$ cat src/rtl/vga_arb_pkg.sv
// Shared types and default screen geometry for the VGA pixel-write arbiter.
package vga_arb_pkg;

   localparam int DEF_H_RES = 160;
   localparam int DEF_V_RES = 120;

   typedef logic [7:0] xcoord_t;
   typedef logic [6:0] ycoord_t;
   typedef logic [2:0] colour_t;

   typedef enum logic {
      IDLE  = 1'b0,
      CLEAR = 1'b1
   } arb_state_t;

endpackage

$ cat src/rtl/screen_sweep_counter.sv
// Raster x/y counter for the full-screen fill: x is the inner loop, y the outer.
module screen_sweep_counter
   import vga_arb_pkg::*;
#(
   parameter int H_RES = DEF_H_RES,
   parameter int V_RES = DEF_V_RES
) (
   input  logic    clk_i,
   input  logic    rst_ni,
   input  logic    clr_i,
   input  logic    en_i,
   output xcoord_t x_o,
   output ycoord_t y_o,
   output logic    last_o
);

   localparam xcoord_t X_MAX = xcoord_t'(H_RES - 1);
   localparam ycoord_t Y_MAX = ycoord_t'(V_RES - 1);

   xcoord_t x_q, x_d;
   ycoord_t y_q, y_d;
   logic    x_wrap;

   always_comb begin
      x_wrap = (x_q == X_MAX);
      x_d    = x_q;
      y_d    = y_q;
      if (clr_i) begin
         x_d = '0;
         y_d = '0;
      end else if (en_i) begin
         if (x_wrap) begin
            x_d = '0;
            y_d = (y_q == Y_MAX) ? '0 : y_q + 1'b1;
         end else begin
            x_d = x_q + 1'b1;
         end
      end
   end

   always_ff @(posedge clk_i or negedge rst_ni) begin
      if (!rst_ni) begin
         x_q <= '0;
         y_q <= '0;
      end else begin
         x_q <= x_d;
         y_q <= y_d;
      end
   end

   assign x_o    = x_q;
   assign y_o    = y_q;
   assign last_o = x_wrap && (y_q == Y_MAX);

endmodule

$ cat src/rtl/vga_plot_arbiter.sv
// Shares the VGA adapter pixel-write port between N_REQ producers and a clear engine.
// Define VGA_ARB_ROUND_ROBIN_EN for round-robin arbitration; fixed priority otherwise.
module vga_plot_arbiter
   import vga_arb_pkg::*;
#(
   parameter int N_REQ = 4,
   parameter int H_RES = DEF_H_RES,
   parameter int V_RES = DEF_V_RES
) (
   input  logic                  iClock,
   input  logic                  iReset,
   input  logic [N_REQ-1:0]      req,
   input  logic [N_REQ-1:0][7:0] req_x,
   input  logic [N_REQ-1:0][6:0] req_y,
   input  logic [N_REQ-1:0][2:0] req_colour,
   output logic [N_REQ-1:0]      ack,
   input  logic                  clear_start,
   input  logic [2:0]            clear_colour,
   output logic                  clear_busy,
   output logic                  clear_done,
   output logic [7:0]            oX,
   output logic [6:0]            oY,
   output logic [2:0]            oColour,
   output logic                  oPlot
);

   localparam int IDX_W = (N_REQ > 1) ? $clog2(N_REQ) : 1;

   arb_state_t       state_q, state_d;
   logic             done_q, done_d;
   colour_t          clr_col_q;
   logic             start_acc;
   logic             arb_en;
   logic             grant_vld;
   logic [IDX_W-1:0] grant_idx;
   logic             grant;
   logic             in_range;

   xcoord_t          sweep_x;
   ycoord_t          sweep_y;
   logic             sweep_last;

   xcoord_t          x_q, x_d;
   ycoord_t          y_q, y_d;
   colour_t          col_q, col_d;
   logic             plot_q, plot_d;

   always_comb begin
      state_d   = state_q;
      done_d    = 1'b0;
      start_acc = 1'b0;
      case (state_q)
         IDLE: begin
            if (clear_start) begin
               start_acc = 1'b1;
               state_d   = CLEAR;
            end
         end
         CLEAR: begin
            if (sweep_last) begin
               state_d = IDLE;
               done_d  = 1'b1;
            end
         end
         default: state_d = IDLE;
      endcase
   end

   // The cycle that shows the last fill pixel also holds off requesters.
   assign arb_en = (state_q == IDLE) && !clear_start && !done_q;
   assign grant  = arb_en && grant_vld;

`ifdef VGA_ARB_ROUND_ROBIN_EN
   logic [IDX_W-1:0] rr_q, rr_d;

   always_comb begin
      int cand;
      grant_vld = 1'b0;
      grant_idx = '0;
      cand      = 0;
      for (int i = 0; i < N_REQ; i++) begin
         cand = int'(rr_q) + i;
         if (cand >= N_REQ) cand = cand - N_REQ;
         if (!grant_vld && req[cand]) begin
            grant_vld = 1'b1;
            grant_idx = IDX_W'(cand);
         end
      end
   end

   always_comb begin
      rr_d = rr_q;
      if (grant) begin
         rr_d = (int'(grant_idx) == N_REQ - 1) ? '0 : grant_idx + 1'b1;
      end
   end

   always_ff @(posedge iClock or negedge iReset) begin
      if (!iReset) rr_q <= '0;
      else         rr_q <= rr_d;
   end
`else
   // Descending scan so the lowest requesting index is the last to assign.
   always_comb begin
      grant_vld = 1'b0;
      grant_idx = '0;
      for (int i = N_REQ - 1; i >= 0; i--) begin
         if (req[i]) begin
            grant_vld = 1'b1;
            grant_idx = IDX_W'(i);
         end
      end
   end
`endif

   always_comb begin
      for (int i = 0; i < N_REQ; i++) begin
         ack[i] = iReset && grant && (grant_idx == IDX_W'(i));
      end
   end

   assign in_range = (int'(req_x[grant_idx]) < H_RES) && (int'(req_y[grant_idx]) < V_RES);

   screen_sweep_counter #(
      .H_RES (H_RES),
      .V_RES (V_RES)
   ) u_sweep (
      .clk_i  (iClock),
      .rst_ni (iReset),
      .clr_i  (start_acc),
      .en_i   (state_q == CLEAR),
      .x_o    (sweep_x),
      .y_o    (sweep_y),
      .last_o (sweep_last)
   );

   // Out-of-range grants are consumed but leave the output stage untouched.
   always_comb begin
      plot_d = 1'b0;
      x_d    = x_q;
      y_d    = y_q;
      col_d  = col_q;
      if (state_q == CLEAR) begin
         plot_d = 1'b1;
         x_d    = sweep_x;
         y_d    = sweep_y;
         col_d  = clr_col_q;
      end else if (grant && in_range) begin
         plot_d = 1'b1;
         x_d    = req_x[grant_idx];
         y_d    = req_y[grant_idx];
         col_d  = req_colour[grant_idx];
      end
   end

   always_ff @(posedge iClock or negedge iReset) begin
      if (!iReset) begin
         state_q <= IDLE;
         done_q  <= 1'b0;
         x_q     <= '0;
         y_q     <= '0;
         col_q   <= '0;
         plot_q  <= 1'b0;
      end else begin
         state_q <= state_d;
         done_q  <= done_d;
         x_q     <= x_d;
         y_q     <= y_d;
         col_q   <= col_d;
         plot_q  <= plot_d;
      end
   end

   always_ff @(posedge iClock) begin
      if (start_acc) clr_col_q <= clear_colour;
   end

   assign clear_busy = (state_q == CLEAR) || done_q;
   assign clear_done = done_q;
   assign oX         = x_q;
   assign oY         = y_q;
   assign oColour    = col_q;
   assign oPlot      = plot_q;

endmodule

$ cat config.mk
export PLATFORM = sky130hd
export DESIGN_NAME = vga_plot_arbiter
export DESIGN_NICKNAME = d
export VERILOG_FILES = /design/src/rtl/vga_arb_pkg.sv /design/src/rtl/screen_sweep_counter.sv /design/src/rtl/vga_plot_arbiter.sv
export SDC_FILE = /design/constraint.sdc
export NUM_CORES = 1
export LEC_CHECK = 0
export ABC_AREA = 0
export BUFFER_PORTS_ARGS = -buffer_cell sky130_fd_sc_hd__buf_2
export CORE_MARGIN = 8
export CORE_UTILIZATION = 53
export DETAILED_ROUTE_END_ITERATION = 6
export PLACE_DENSITY = 0.89
export SLEW_MARGIN = 10
export SYNTH_ARGS = -nofsm -noshare
export SYNTH_HDL_FRONTEND = slang
export SYNTH_SLANG_ARGS = --single-unit
$ cat constraint.sdc
create_clock -name iClock -period 4.7 [get_ports iClock]
set_input_delay 0.47 -clock iClock [delete_from_list [all_inputs] [get_ports iClock]]
set_output_delay 0.47 -clock iClock [all_outputs]
set_load 0.1 [all_outputs]
==> results of run 1 <==
==> routing by layer <==
metal | routed length (um) | global-route usage | up-vias | share of wire
li1 | - | - | 1335 | -
met1 | 3510 | 0.278 | 1335 | 0.42
met2 | 4100 | 0.377 | 142 | 0.48
met3 | 651 | 0.0585 | 18 | 0.077
met4 | 192 | 0.0845 | 0 | 0.023
met5 | 0 | 0 | - | 0
==> cells by family (layout without fill, tap and decap cells) <==
family	count (synthesis)	in the layout	synth area share
muxes	1	1	0.00375
xor gates and xnor gates	2	2	0.00657
and+or+nand+nor	118	118	0.227
buffers and inverters	36	129	0.0675
AOI/OAI and AO/OA	113	113	0.314
adders and majority gates	2	2	0.00938
DFF	39	39	0.371
==> worst max path at each step <==
stage / endpoint / cells after the start
5_1_grt: oX[3]$_DFFE_PN0P_ / 7
4_1_cts: oX[3]$_DFFE_PN0P_ / 7
3_5_place_dp: oX[3]$_DFFE_PN0P_ / 7
2_1_floorplan: ack[1] / 4
3_3_place_gp: oX[3]$_DFFE_PN0P_ / 7
6_report: oX[3]$_DFFE_PN0P_ / 7
==> state kept, by name, summed over array words and instances (netlist names) <==
| signal | flops |
|---|---|
| oY | 7 |
| state_q | 1 |
| oColour | 3 |
| oPlot | 1 |
| u_sweep.y_o | 7 |
| clear_done | 1 |
| clr_col_q | 3 |
| u_sweep.x_o | 8 |
| oX | 8 |
==> per-stage QoR <==
| step | hold slack, ns | instance area [um2] | std cells | utilization |
|---|---|---|---|---|
| 4_1_cts | 0.288 | 3250 | 474 | 0.654 |
| 3_3_place_gp | 0.446 | 3170 | 466 | 0.637 |
| 6_report | 0.262 | 3250 | 474 | 0.654 |
| 5_1_grt | 0.327 | 3250 | 474 | 0.654 |
| 2_1_floorplan | 0.174 | 2670 | 311 | - |
| 3_5_place_dp | 0.457 | 3170 | 466 | 0.637 |
==> power by group <==
| part | total (mW) | switching [mW] | internal (mW) | leakage, nW |
|---|---|---|---|---|
| clock network | 0.220 | 0.116 | 0.104 | 0.0422 |
| registers | 0.563 | 0.116 | 0.447 | 0.451 |
| logic | 0.781 | 0.594 | 0.186 | 0.975 |
==> layout make-up <==
cell class              count  share of cell area
clock buffers               7              0.0235
well taps                  70              0.0269
repair buffers            107               0.165
inverters                  14              0.0162
clock inverters             1             0.00154
multi-input cells         236               0.462
flip-flops and latches     39               0.305
==> placed cells by master (no fill, tap or decap), types with 6 or more instances in the layout <==
cell	count
o21ai_0	24
nand2_1	36
a22oi_1	15
nand3_1	11
o21ai_1	11
dfrtp_1	36
nor2_1	20
buf_2	106
inv_1	13
nand2b_1	6
nor2b_1	17
nor3_1	6
a221oi_1	8
a21oi_1	11
==> run summary, run 1 <==
largest net degree at the start of global routing -> 57
CP delay by family, top -> compound AO/OA/AOI/OAI gates
Die W -> 86.9 um
clock slew at reported path FFs -> 0.07 ns
# resized after CTS -> 0
DIE AREA -> 7560 um2
Syn Std Cell Area -> 2670 um2
top post-synthesis cells by area -> dfrtp_1, nand2_1, o21ai_0
Critical Path Slowest Stage Cell -> a31oi_1
PwrDens -> 481 nW/um2
Routed WL -> 8450 um
Die H -> 86.9 um
CTS sink cnt -> 39
#FFs+latches synth -> 39
Via Count -> 2,830
FF+latch area -> 991 um2
register area share after synthesis -> 0.371
DR iter-0 viols -> 250
CTS Root Cell -> clkbuf_8
Slew @ Worst Pin -> 1.18 ns
synth cell count leaders -> dfrtp_1, nand2_1, o21ai_0, nor2_1, nor2b_1
Tot GR Track Use -> 0.228
most used flip-flop cell after synthesis -> dfrtp_1
RR Endpoint -> oX[3]$_DFFE_PN0P_
peak supply drop -> 332 uV
startpoint types -> input port
HPWL after DPL -> 6590 um
Clock Skew -> 0.00415 ns
syn avg cell area -> 8.58 um2
cts hold-fix bufs -> 0
# port buffers -> 106
CTS tree -> built
worst-path cell chain -> buf_2, nor2b_1, a22o_1, a221oi_4, a31oi_1, a2111oi_0, a221oi_1
CTS Buf Count -> 5
fin. max-slew vios -> 0
Worst R2R Start -> state_q$_DFF_PN0_
H-tree depth -> 2
# IOs -> 107
Setup Crit Path Kind -> input port to register
crit path capture type -> register
EDFF count, synth -> 3
synthesis-to-finish area growth -> 22.0%
multi-input logic area -> 1500 um2
Setup Fix Bufs, Post-CTS -> 0
total power -> 1.56 mW
via/cell ratio -> 5.97
setup slack after layout -> 1.59 ns
global placement routability congestion -> 0.900
Unique masters post-synth -> 63
initial antenna violation count -> 0
crit path max fanout -> 26
Final TNS setup -> 0 ns
Synth Warn # -> 0
Layout Nets -> 487
Max-Cap Viols -> 0
fraction of registers with async set/reset -> 0.923
Buf/Inv on CP -> 1
total core area -> 4980 um2
post-layout minimum cycle time -> 3.11 ns
first drt pass iteration count -> 5
top cell type's share of synthesized area -> 0.338
WL/cell -> 17.8 um
pre-CTS WS -> 1.43 ns
layout cells sized above 1 -> 0.319
Skew-Pair Late Insertion Delay -> 0.29 ns
status -> finished clean
Initial Utilization -> 0.536
Gate Count Post-Synth -> 311
R2R Setup Slk -> 1.70 ns
CP Launch Point -> req[2]
Worst EP arrival -> 3.28 ns
Hold WC Path Type -> input port to asynchronous set/reset pin
Max clock buf depth -> 2
endpoints failing hold -> 0
f_max -> 322 MHz
Synthesized Nets -> 395
RSZ-0062 raised after global routing -> no
Worst path max stage delay -> 0.95 ns
Setup Viol. Count Final -> 0
antenna cells -> 0
DRC -> 0
first-pass GRT wire length -> 13,800 um
gr ovfl total -> 0
Critical Path RT -> 4.88 ns
vias in the first global route -> 2,932
r2r worst-path depth -> 6
final worst-path cycle share -> 0.661
fill count -> 431
P_leak -> 1.47 nW
biggest area consumer among synthesized cells -> dfrtp_1
slew margin rel. -> 0.208
Rows -> 26
ANT nets after route -> 0
Power figures use the tool's default switching activity.
==> run 2: changes to the inputs <==
Settings changed: ABC_AREA 0 to 1, CORE_UTILIZATION 53 to 49, PLACE_DENSITY 0.89 to 0.84.
Clock period 4.7 ns to 3.19 ns, I/O delays scaled along.
==> run summary, run 2 <==
Area after DPL -> 3150 um2 (-0.67%)
Util after Layout -> 0.632 (-0.0218)
most common cell after layout, fill and taps aside -> nand2_1
gr ovfl total -> 0 (unchanged)
Synthesized Nets -> 455 (+15%)
synth cell count leaders -> nand2_1, nand3_1, inv_1, dfrtp_1, nor2_1
crit path max fanout -> 4 (-85%)
initial antenna violation count -> 0 (unchanged)
CTS tree -> built
CTS Root Cell -> clkbuf_8
Worst EP arrival -> 2.31 ns (-0.97 ns)
pre-CTS WS -> 0.842 ns (-0.584 ns)
largest net degree at the start of global routing -> 37 (-35%)
CTS Buf Count -> 5 (unchanged)
Die H -> 88.9 um (+2.3%)
Syn Std Cell Area -> 2600 um2 (-2.3%)
top cell type's share of synthesized area -> 0.346 (+0.00811)
slew margin rel. -> 0.432 (+0.224)
Unique masters post-synth -> 34 (-46%)
total core area -> 5110 um2 (+2.6%)
R2R Setup Slk -> 1.07 ns (-0.63 ns)
total power -> 2.60 mW (+66%)
Rows -> 26 (unchanged)
Routed WL -> 8210 um (-2.9%)
via/cell ratio -> 5.32 (-11%)
first-pass GRT wire length -> 12,700 um (-7.8%)
Gate Count Post-Synth -> 371 (+19%)
DRC -> 0 (unchanged)
Setup Fix Bufs, Post-CTS -> 0 (unchanged)
peak supply drop -> 725 uV (+120%)
final std cells w/o fill -> 541 (+14%)
status -> finished clean
crit path capture type -> output port
H-tree depth -> 2 (unchanged)
Critical Path RT -> 2.87 ns (-2.01 ns)
DP Cell Count -> 534 (+15%)
Final TNS setup -> 0 ns (unchanged)
count leader, synth -> nand2_1
# IOs -> 107 (unchanged)
register area share after synthesis -> 0.380 (+0.00892)
most frequent cells in the layout -> nand2_1, buf_2, nand3_1, inv_1, dfrtp_1
HPWL after DPL -> 6420 um (-2.6%)
Max-Cap Viols -> 0 (unchanged)
Via Count -> 2,877 (+1.7%)
synthesis-to-finish area growth -> 23.9%
Clock Skew -> 0.00481 ns (+0.000669 ns)
Skew-Pair Late Insertion Delay -> 0.29 ns (about the same)
Synth Warn # -> 0 (unchanged)
vias in the first global route -> 2,639 (-10%)
cts hold-fix bufs -> 0 (unchanged)
CTS sink cnt -> 39 (unchanged)
ANT nets after route -> 0 (unchanged)
RSZ-0062 raised after global routing -> no
clock slew at reported path FFs -> 0.07 ns (about the same)
most used flip-flop cell after synthesis -> dfrtp_1
syn avg cell area -> 7.02 um2 (-18%)
# port buffers -> 106 (unchanged)
P_leak -> 1.73 nW (+17%)
biggest area consumer among synthesized cells -> dfrtp_1
startpoint types -> register
f_max -> 381 MHz
global placement routability congestion -> 0.913 (+1.4%)
DIE AREA -> 7910 um2 (+4.6%)
WL/cell -> 15.2 um (-15%)
Layout Nets -> 555 (+14%)
Setup Viol. Count Final -> 0 (unchanged)
Final Instance Area -> 3230 um2 (-0.81%)
DR iter-0 viols -> 192 (-23%)
layout cells sized above 1 -> 0.276 (-0.0433)
EDFF count, synth -> 3 (unchanged)
endpoints failing hold -> 0 (unchanged)
Initial Utilization -> 0.510 (-0.0259)
Fin Hold WS -> 0.141 ns (-0.121 ns)
antenna cells -> 0 (unchanged)
Die W -> 88.9 um (+2.3%)
fin. max-slew vios -> 0 (unchanged)
Tot GR Track Use -> 0.206 (-0.0218)
Hold WC Path Type -> input port to asynchronous set/reset pin
#FFs+latches synth -> 39 (unchanged)
# resized after CTS -> 0 (unchanged)
Setup Crit Path Kind -> register to output port
PwrDens -> 804 nW/um2 (+67%)
setup slack after layout -> 0.566 ns (-1.03 ns)
first drt pass iteration count -> 6 (+1)
Max clock buf depth -> 2 (unchanged)
post-layout minimum cycle time -> 2.62 ns
fraction of registers with async set/reset -> 0.923 (unchanged)
Slew @ Worst Pin -> 0.849 ns (-0.333 ns)
top post-synthesis cells by area -> dfrtp_1, nand2_1, nand3_1
final worst-path cycle share -> 0.823
==> run 2: cells by family (layout without fill, tap and decap cells) <==
group,Yosys count,after routing,share of synthesized area
buffers and inverters,56,156,0.0941
XOR/XNOR,5,5,0.0168
adder cells (fa/ha/maj),2,2,0.00960
AND/OR/NAND/NOR,218,218,0.386
AO/OA/AOI/OAI,51,51,0.113
flip-flops,39,39,0.380
==> run 2: critical path, stage by stage (launching register included) <==
cell and delay [ns]:
dfrtp_1 0.38, nor2_1 0.23, inv_1 0.13, a311oi_1 0.48
nand2_1 0.22, nor2_1 0.13, buf_2 0.44
==> run 2: power by group <==
group / leakage [nW] / switching [mW] / internal, mW
sequential: 0.437 / 0.174 / 0.695
clock: 0.0383 / 0.163 / 0.150
combinational: 1.25 / 1.10 / 0.312
==> run 2: final timing paths <==
kind,startpoint,cells past startpoint,to
min in group iClock,clear_colour[0],1,clr_col_q[0]$_DFFE_PP_
setup reg to reg,state_q$_DFF_PN0_,8,oY[1]$_DFFE_PN0P_
hold / removal,iReset,2,oX[3]$_DFFE_PN0P_
max in group asynchronous,iReset,2,u_sweep.x_o[5]$_DFFE_PN0P_
hold reg to reg,oY[4]$_DFFE_PN0P_,2,oY[4]$_DFFE_PN0P_
setup / recovery,state_q$_DFF_PN0_,6,ack[2]
==> run 2: cell type report <==
| cell class | count | area (um2) |
|---|---|---|
| sequential | 39 | 991 |
| multi-input combinational | 276 | 1370 |
| fill | 476 | 1880 |
| timing repair buffer | 109 | 553 |
| inverter | 40 | 150 |
| clock buffer | 7 | 76.3 |
| tap | 70 | 87.6 |
==> run 2: per-layer routing <==
metal	routed length (um)	share of wire	GRT usage	up-vias
met2	4300	0.52	0.362	96
met1	3240	0.39	0.253	1358
met4	79	0.0096	0.0445	0
met3	597	0.073	0.0414	11
li1	-	-	-	1412
met5	0	0	0	-
